===== config.mk =====
export PLATFORM = sky130hd
export DESIGN_NAME = hack_cpu_sequencer_flat
export DESIGN_NICKNAME = d
export VERILOG_FILES = /design/src/rtl/hack_cpu_sequencer_pkg.sv /design/src/rtl/hack_cpu_sequencer_if.sv /design/src/rtl/hack_cpu_sequencer_jump_unit.sv /design/src/rtl/hack_cpu_sequencer.sv /design/src/flat_wrapper.sv
export SDC_FILE = /design/constraint.sdc
export NUM_CORES = 1
export LEC_CHECK = 0
export CAP_MARGIN = 0
export CORE_ASPECT_RATIO = 0.75
export CORE_MARGIN = 5
export CORE_UTILIZATION = 50
export CTS_CLUSTER_DIAMETER = 200
export DETAILED_ROUTE_END_ITERATION = 12
export PLACE_DENSITY = 0.91
export SYNTH_ARGS = -nofsm -noshare
export SYNTH_HDL_FRONTEND = slang
export SYNTH_HIERARCHICAL = 1
export SYNTH_SLANG_ARGS = --single-unit

===== constraint.sdc =====
create_clock -name clk -period 3.1 [get_ports clk]
set_input_delay 0.465 -clock clk [delete_from_list [all_inputs] [get_ports clk]]
set_output_delay 0.465 -clock clk [all_outputs]
set_load 0.01 [all_outputs]

===== src/rtl/hack_cpu_sequencer_pkg.sv =====
// Shared types for the Hack CPU control sequencer: state codes and IR field layout.
package hack_cpu_sequencer_pkg;

  typedef enum logic [3:0] {
    S_RST      = 4'd0,
    S_IDLE     = 4'd1,
    S_FETCH    = 4'd2,
    S_DECODE   = 4'd3,
    S_MEMRD    = 4'd4,
    S_EXEC     = 4'd5,
    S_MEMWR    = 4'd6,
    S_COMMIT_A = 4'd7,
    S_COMMIT_C = 4'd8,
    S_FAULT    = 4'd9
  } state_e;

  // Bit positions inside a Hack instruction word.
  localparam int CBIT    = 15;
  localparam int ABIT    = 12;
  localparam int COMP_HI = 11;
  localparam int COMP_LO = 6;
  localparam int DEST_A  = 5;
  localparam int DEST_D  = 4;
  localparam int DEST_M  = 3;
  localparam int JUMP_HI = 2;
  localparam int JUMP_LO = 0;

  // Only the fields the sequencer acts on are kept; IR[14:13] are don't-care bits.
  typedef struct packed {
    logic       cbit;
    logic       abit;
    logic [5:0] comp;
    logic       dest_a;
    logic       dest_d;
    logic       dest_m;
    logic [2:0] jump;
  } ir_t;

  // States in which the sequencer waits on a bus handshake and the timeout runs.
  function automatic logic is_wait_state(input state_e s);
    return (s == S_FETCH) || (s == S_MEMRD) || (s == S_MEMWR);
  endfunction

endpackage


===== src/rtl/hack_cpu_sequencer_if.sv =====
// Bus/control bundle between the sequencer (master) and the ROM/RAM/datapath (slave).
interface hack_cpu_sequencer_if;

  logic        run;
  logic [15:0] instr;
  logic        rom_ready;
  logic        mem_ready;
  logic        zr;
  logic        ng;

  logic        rom_req;
  logic        mem_rd;
  logic        mem_wr;
  logic        a_load;
  logic        a_sel_instr;
  logic        d_load;
  logic        am_sel;
  logic [5:0]  alu_ctl;
  logic        pc_reset;
  logic        pc_load;
  logic        pc_inc;
  logic        instr_done;
  logic        fault;
  logic [2:0]  state_dbg;

  modport master (
    input  run, instr, rom_ready, mem_ready, zr, ng,
    output rom_req, mem_rd, mem_wr, a_load, a_sel_instr, d_load, am_sel, alu_ctl,
           pc_reset, pc_load, pc_inc, instr_done, fault, state_dbg
  );

  modport slave (
    output run, instr, rom_ready, mem_ready, zr, ng,
    input  rom_req, mem_rd, mem_wr, a_load, a_sel_instr, d_load, am_sel, alu_ctl,
           pc_reset, pc_load, pc_inc, instr_done, fault, state_dbg
  );

endinterface


===== src/rtl/hack_cpu_sequencer_jump_unit.sv =====
// Jump condition: j1 = out<0, j2 = out==0, j3 = out>0, evaluated on the ALU flags.
module hack_jump_unit (
  input  logic [2:0] jump,
  input  logic       zr,
  input  logic       ng,
  output logic       jmp
);

  assign jmp = (jump[2] & ng) | (jump[1] & zr) | (jump[0] & ~ng & ~zr);

endmodule


===== src/rtl/hack_cpu_sequencer.sv =====
// Multi-cycle Hack CPU control FSM: fetch, decode, RAM read/write, commit to A/D/PC.
module hack_cpu_sequencer
  import hack_cpu_sequencer_pkg::*;
#(
  parameter int TIMEOUT_CYCLES = 255
) (
  input  logic                 clk,
  input  logic                 reset,
  hack_cpu_sequencer_if.master bus
);

  localparam int CNT_W = (TIMEOUT_CYCLES > 1) ? $clog2(TIMEOUT_CYCLES) : 1;
  localparam logic [CNT_W-1:0] CNT_LAST =
    CNT_W'((TIMEOUT_CYCLES > 0) ? (TIMEOUT_CYCLES - 1) : 0);

  state_e           state_q, state_d;
  ir_t              ir_q;
  logic             reset_q;
  logic             jmp_q;
  logic             jmp_now;
  logic [CNT_W-1:0] wait_q, wait_d;
  logic             ready_now;
  logic             timed_out;
  logic             c_path;
  logic             unused_instr_bits;

  assign unused_instr_bits = ^bus.instr[14:13];

  hack_jump_unit u_jump (
    .jump (ir_q.jump),
    .zr   (bus.zr),
    .ng   (bus.ng),
    .jmp  (jmp_now)
  );

  // State, IR, latched jump decision and wait counter. reset_q holds RST silent
  // while reset is asserted so pc_reset fires exactly once after release.
  always_ff @(posedge clk) begin
    // NOTE: sequential state uses non-blocking assignments so every register
    // samples pre-edge values regardless of statement order.
    if (reset) begin
      state_q <= S_RST;
      reset_q <= 1'b1;
      // NOTE: IR and jmp are real control registers (not memories), so they are
      // cleared here to keep decoded outputs defined right after reset.
      ir_q    <= '0;
      jmp_q   <= 1'b0;
      wait_q  <= '0;
    end else begin
      state_q <= state_d;
      reset_q <= 1'b0;
      wait_q  <= wait_d;
      if (state_q == S_FETCH && bus.rom_ready) begin
        ir_q <= {bus.instr[CBIT], bus.instr[ABIT], bus.instr[COMP_HI:COMP_LO],
                 bus.instr[DEST_A], bus.instr[DEST_D], bus.instr[DEST_M],
                 bus.instr[JUMP_HI:JUMP_LO]};
      end
      if (state_q == S_EXEC) begin
        jmp_q <= jmp_now;
      end
    end
  end

  // Next state, wait counter and Moore outputs decoded from state_q/ir_q only.
  always_comb begin
    // NOTE: every signal written here gets a default first so no path leaves
    // it unassigned and no latch is inferred.
    state_d         = state_q;
    ready_now       = (state_q == S_FETCH) ? bus.rom_ready : bus.mem_ready;
    timed_out       = (TIMEOUT_CYCLES != 0) && !ready_now && (wait_q == CNT_LAST);
    wait_d          = (is_wait_state(state_q) && !ready_now) ? wait_q + 1'b1 : '0;
    c_path          = (state_q == S_MEMRD) || (state_q == S_EXEC) ||
                      (state_q == S_MEMWR) || (state_q == S_COMMIT_C);
    bus.rom_req     = 1'b0;
    bus.mem_rd      = 1'b0;
    bus.mem_wr      = 1'b0;
    bus.a_load      = 1'b0;
    bus.a_sel_instr = 1'b0;
    bus.d_load      = 1'b0;
    bus.am_sel      = c_path ? ir_q.abit : 1'b0;
    bus.alu_ctl     = c_path ? ir_q.comp : 6'd0;
    bus.pc_reset    = 1'b0;
    bus.pc_load     = 1'b0;
    bus.pc_inc      = 1'b0;
    bus.instr_done  = 1'b0;
    bus.fault       = 1'b0;
    bus.state_dbg   = state_q[2:0];

    unique case (state_q)
      S_RST: begin
        bus.pc_reset = ~reset_q;
        if (!reset_q) state_d = S_IDLE;
      end
      S_IDLE: begin
        if (bus.run) state_d = S_FETCH;
      end
      S_FETCH: begin
        bus.rom_req = 1'b1;
        if (bus.rom_ready)  state_d = S_DECODE;
        else if (timed_out) state_d = S_FAULT;
      end
      S_DECODE: begin
        if (!ir_q.cbit)     state_d = S_COMMIT_A;
        else if (ir_q.abit) state_d = S_MEMRD;
        else                state_d = S_EXEC;
      end
      S_MEMRD: begin
        bus.mem_rd = 1'b1;
        if (bus.mem_ready)  state_d = S_EXEC;
        else if (timed_out) state_d = S_FAULT;
      end
      S_EXEC: begin
        state_d = ir_q.dest_m ? S_MEMWR : S_COMMIT_C;
      end
      S_MEMWR: begin
        bus.mem_wr = 1'b1;
        if (bus.mem_ready)  state_d = S_COMMIT_C;
        else if (timed_out) state_d = S_FAULT;
      end
      S_COMMIT_A: begin
        bus.a_load      = 1'b1;
        bus.a_sel_instr = 1'b1;
        bus.pc_inc      = 1'b1;
        bus.instr_done  = 1'b1;
        state_d         = bus.run ? S_FETCH : S_IDLE;
      end
      S_COMMIT_C: begin
        bus.a_load     = ir_q.dest_a;
        bus.d_load     = ir_q.dest_d;
        bus.pc_load    = jmp_q;
        bus.pc_inc     = ~jmp_q;
        bus.instr_done = 1'b1;
        state_d        = bus.run ? S_FETCH : S_IDLE;
      end
      S_FAULT: begin
        bus.fault = 1'b1;
      end
      default: begin
        state_d = S_RST;
      end
    endcase
  end

endmodule

===== src/flat_wrapper.sv =====
// flat-port wrapper written by rule: the top's interface ports become plain ports
module hack_cpu_sequencer_flat import hack_cpu_sequencer_pkg::*;
#(
  parameter int TIMEOUT_CYCLES = 255
)
  (clk, reset, bus_run, bus_instr, bus_rom_ready, bus_mem_ready, bus_zr, bus_ng, bus_rom_req, bus_mem_rd, bus_mem_wr, bus_a_load, bus_a_sel_instr, bus_d_load, bus_am_sel, bus_alu_ctl, bus_pc_reset, bus_pc_load, bus_pc_inc, bus_instr_done, bus_fault, bus_state_dbg);
  hack_cpu_sequencer_if bus_i ();
  input  logic clk;
  input  logic reset;
  input wire logic [$bits(bus_i.run)-1:0] bus_run;
  input wire logic [$bits(bus_i.instr)-1:0] bus_instr;
  input wire logic [$bits(bus_i.rom_ready)-1:0] bus_rom_ready;
  input wire logic [$bits(bus_i.mem_ready)-1:0] bus_mem_ready;
  input wire logic [$bits(bus_i.zr)-1:0] bus_zr;
  input wire logic [$bits(bus_i.ng)-1:0] bus_ng;
  output wire logic [$bits(bus_i.rom_req)-1:0] bus_rom_req;
  output wire logic [$bits(bus_i.mem_rd)-1:0] bus_mem_rd;
  output wire logic [$bits(bus_i.mem_wr)-1:0] bus_mem_wr;
  output wire logic [$bits(bus_i.a_load)-1:0] bus_a_load;
  output wire logic [$bits(bus_i.a_sel_instr)-1:0] bus_a_sel_instr;
  output wire logic [$bits(bus_i.d_load)-1:0] bus_d_load;
  output wire logic [$bits(bus_i.am_sel)-1:0] bus_am_sel;
  output wire logic [$bits(bus_i.alu_ctl)-1:0] bus_alu_ctl;
  output wire logic [$bits(bus_i.pc_reset)-1:0] bus_pc_reset;
  output wire logic [$bits(bus_i.pc_load)-1:0] bus_pc_load;
  output wire logic [$bits(bus_i.pc_inc)-1:0] bus_pc_inc;
  output wire logic [$bits(bus_i.instr_done)-1:0] bus_instr_done;
  output wire logic [$bits(bus_i.fault)-1:0] bus_fault;
  output wire logic [$bits(bus_i.state_dbg)-1:0] bus_state_dbg;
  assign bus_i.run = bus_run;
  assign bus_i.instr = bus_instr;
  assign bus_i.rom_ready = bus_rom_ready;
  assign bus_i.mem_ready = bus_mem_ready;
  assign bus_i.zr = bus_zr;
  assign bus_i.ng = bus_ng;
  assign bus_rom_req = bus_i.rom_req;
  assign bus_mem_rd = bus_i.mem_rd;
  assign bus_mem_wr = bus_i.mem_wr;
  assign bus_a_load = bus_i.a_load;
  assign bus_a_sel_instr = bus_i.a_sel_instr;
  assign bus_d_load = bus_i.d_load;
  assign bus_am_sel = bus_i.am_sel;
  assign bus_alu_ctl = bus_i.alu_ctl;
  assign bus_pc_reset = bus_i.pc_reset;
  assign bus_pc_load = bus_i.pc_load;
  assign bus_pc_inc = bus_i.pc_inc;
  assign bus_instr_done = bus_i.instr_done;
  assign bus_fault = bus_i.fault;
  assign bus_state_dbg = bus_i.state_dbg;
  hack_cpu_sequencer #(.TIMEOUT_CYCLES(TIMEOUT_CYCLES)) u_core (.clk(clk), .reset(reset), .bus(bus_i));
endmodule

==> run summary <==
Bufs and invs on worst path -> 1
worst endpoint required time -> 2630 ps
Clock Latency Late Sink -> 270 ps
FF-to-FF Start -> u_core/state_q[1]$_SDFFE_PP0P_
Vias/cell -> 5.52
Total GRT Usage -> 17.6%
vias -> 1475
FILL cells -> 255
PnR worst setup slack -> 386 ps
commonest non-fill, non-tap cell in the layout -> clkdlybuf4s50_1
CTS Buffer Depth -> 2
Main synth FF type -> dfxtp_1
post-CTS sizing -> 0
WL final -> 3710 µm
Switching Fraction -> 26.3%
number of global-route vias before repair -> 1253
number of placement rows -> 17
sequential element share of the synthesized area -> 37.9%
final worst path period share -> 87.6%
P_leak -> 0.667 nW
Max Clock Skew -> 6.49 ps
die width -> 72.8 µm
global route total overflow -> 0
ys async rst share -> 0%
Die Y -> 57.1 µm
Final Hold Vio Count -> 0
Final nets -> 255
Fmax -> 368 MHz
Synth Net Count -> 220
setup bufs post-CTS -> 0
unrepaired setup endpoints after global routing -> false
Antenna Nets Post-Route -> 0
Critical Path Fanout Max -> 13
setup total negative slack -> 0 ps
mapped cell area -> 1480 µm²
Net Sw Power -> 0.000199 W
CTS Buf Count -> 3
clock share of power -> 29.2%
P_int -> 0.000556 W
Max Cap Viol -> 0
Final HPWL DP -> 2600 µm
slew margin rel. -> 67.4%
number of remaining DRC errors -> 0
startpoint types -> flop
Starting Density -> 51.2%
Synth Register Bits -> 28
initial antenna violation count -> 0
Design Area, Final -> 1950 µm²
Worst-path clk slew -> 90 ps
core area -> 2890 µm²
Crit Path Class -> reg -> out
Mapped Avg Cell Area -> 7.59 µm²
First-pass DRT Iterations -> 4
Final GP Congestion -> 0.948
Flop pwr share -> 51.8%
Crit. End Element -> output pin
Die ar. -> 4160 µm²
placed instance area -> 1900 µm²
Synth Instances -> 195
HP Start -> u_core/ir_q[10]$_SDFFE_PP0P_
clk sink count -> 28
Cell Count, Final, Fillers Out -> 267
crit path from -> u_core/state_q[0]$_SDFFE_PP0P_
diode count -> 0
final slew viol count -> 0
Placed Cells -> 263
worst slew pin tran -> 489 ps
CP delay by family, top -> simple AND/OR/NAND/NOR gates
outcome -> finished clean
Peak VDD IR -> 0.300 mV
endpoints failing setup -> 0
Setup WS pre-CTS -> 725 ps
P per Cell Area -> 386 nW/µm²
number of synthesized flops with an enable pin -> 0
area grow syn2layout -> 32.0%
wire per inst -> 13.9 µm
CP max stage delay -> 600 ps
CTS tree -> built
fin crit period -> 2710 ps
yosys warns -> 6
CP max-delay cell -> or3b_2
Critical Path AT -> 2250 ps
global-route wire length before repair -> 5870 µm
largest net degree at the start of global routing -> 17
Hold WC Path Type -> reg -> reg
crit path cell chain -> or3b_2, o21a_1, nor2b_1, clkdlybuf4s50_1
Synth cell types -> 41
Ports -> 44
Comb power frac -> 19.0%
port bufs -> 41
share of cells above drive strength 1 -> 6.11%
Post-CTS Hold Fix Bufs -> 0
commonest cells after routing, fill and taps aside -> 41 x clkdlybuf4s50_1, 38 x nand2_1, 28 x dfxtp_1
DR iter-0 viols -> 102
H-tree levels -> 1
root buf cell -> clkbuf_8
total power -> 0.000755 W
area by class of cell:
type | count | area [µm²] | share of cell area, %
multi-input cells | 145 | 825 | 42.2
flip-flops and latches | 28 | 561 | 28.7
inverters | 7 | 26.3 | 1.34
well taps | 38 | 47.5 | 2.43
repair buffers | 45 | 440 | 22.5
clock buffers | 4 | 55.1 | 2.82
synthesized netlist by cell type (3+ instances only):
cell,number,area (µm²)
buf_4,3,22.5
clkbuf_1,11,41.3
xor2_1,5,43.8
nand4_1,3,18.8
o22ai_1,3,18.8
nor3b_1,5,37.5
a21oi_1,25,125
inv_1,7,26.3
nor2_1,13,48.8
nand3_1,6,30.0
dfxtp_1,28,561
nor2b_1,10,62.6
nand2_1,38,143
o21ai_0,3,15.0
power by group through the flow:
stage               Sequential (W)  Clock [W]  Combinational, W
floorplan                 0.000385          0         0.0000913
global placement          0.000397          0          0.000137
detailed placement        0.000397          0          0.000139
CTS                       0.000389   0.000224          0.000143
global route              0.000392   0.000242          0.000156
finish                    0.000391   0.000220          0.000144
cell families (layout without fill, tap and decap cells):
kind of cell / after synthesis / after routing / synth area share, %
buffers and inverters: 22 / 56 / 6.42
adder cells (fa/ha/maj): 2 / 2 / 1.69
XOR/XNOR: 6 / 6 / 3.55
AO/OA/AOI/OAI: 43 / 43 / 17.8
multiplexers: 1 / 1 / 0.676
AND/OR/NAND/NOR: 93 / 93 / 32.0
flip-flops: 28 / 28 / 37.9
sequential cells by signal (all words and copies together) (netlist names):
| name | count |
|---|---|
| u_core/wait_q | 8 |
| u_core/reset_q | 1 |
| u_core/state_q | 4 |
| u_core/jmp_q | 1 |
| u_core/ir_q | 14 |
worst register-to-register path, stage by stage, from the launching register on:
cell      delay, ps
dfxtp_1         600
or4b_4          560
nor2_2          410
a221oi_1        140
a211oi_1        300
routing by layer:
layer | up-vias | share of wire, % | GRT usage (%)
met5 | - | 0 | 0
met4 | 0 | 1.5 | 4.21
met3 | 6 | 8.2 | 3.87
met2 | 73 | 45 | 27.5
met1 | 664 | 45 | 24.7
li1 | 732 | - | -
worst paths after layout:
path	slack, ps	depth (start not counted)	end
setup / recovery	390	4	bus_am_sel
hold / removal	450	2	u_core/ir_q[10]$_SDFFE_PP0P_
setup reg to reg	1000	4	u_core/state_q[1]$_SDFFE_PP0P_
hold reg to reg	450	2	u_core/ir_q[10]$_SDFFE_PP0P_
metrics by stage:
| step | util [%] | hold slack (ps) |
|---|---|---|
| 6_report | 67.6 | 454 |
| 5_1_grt | 67.6 | 472 |
| 4_1_cts | 67.6 | 456 |
| 3_5_place_dp | 65.7 | 443 |
| 3_3_place_gp | 65.7 | 439 |
| 2_1_floorplan | - | 432 |
No activity file was read; power rests on OpenSTA's default activity.
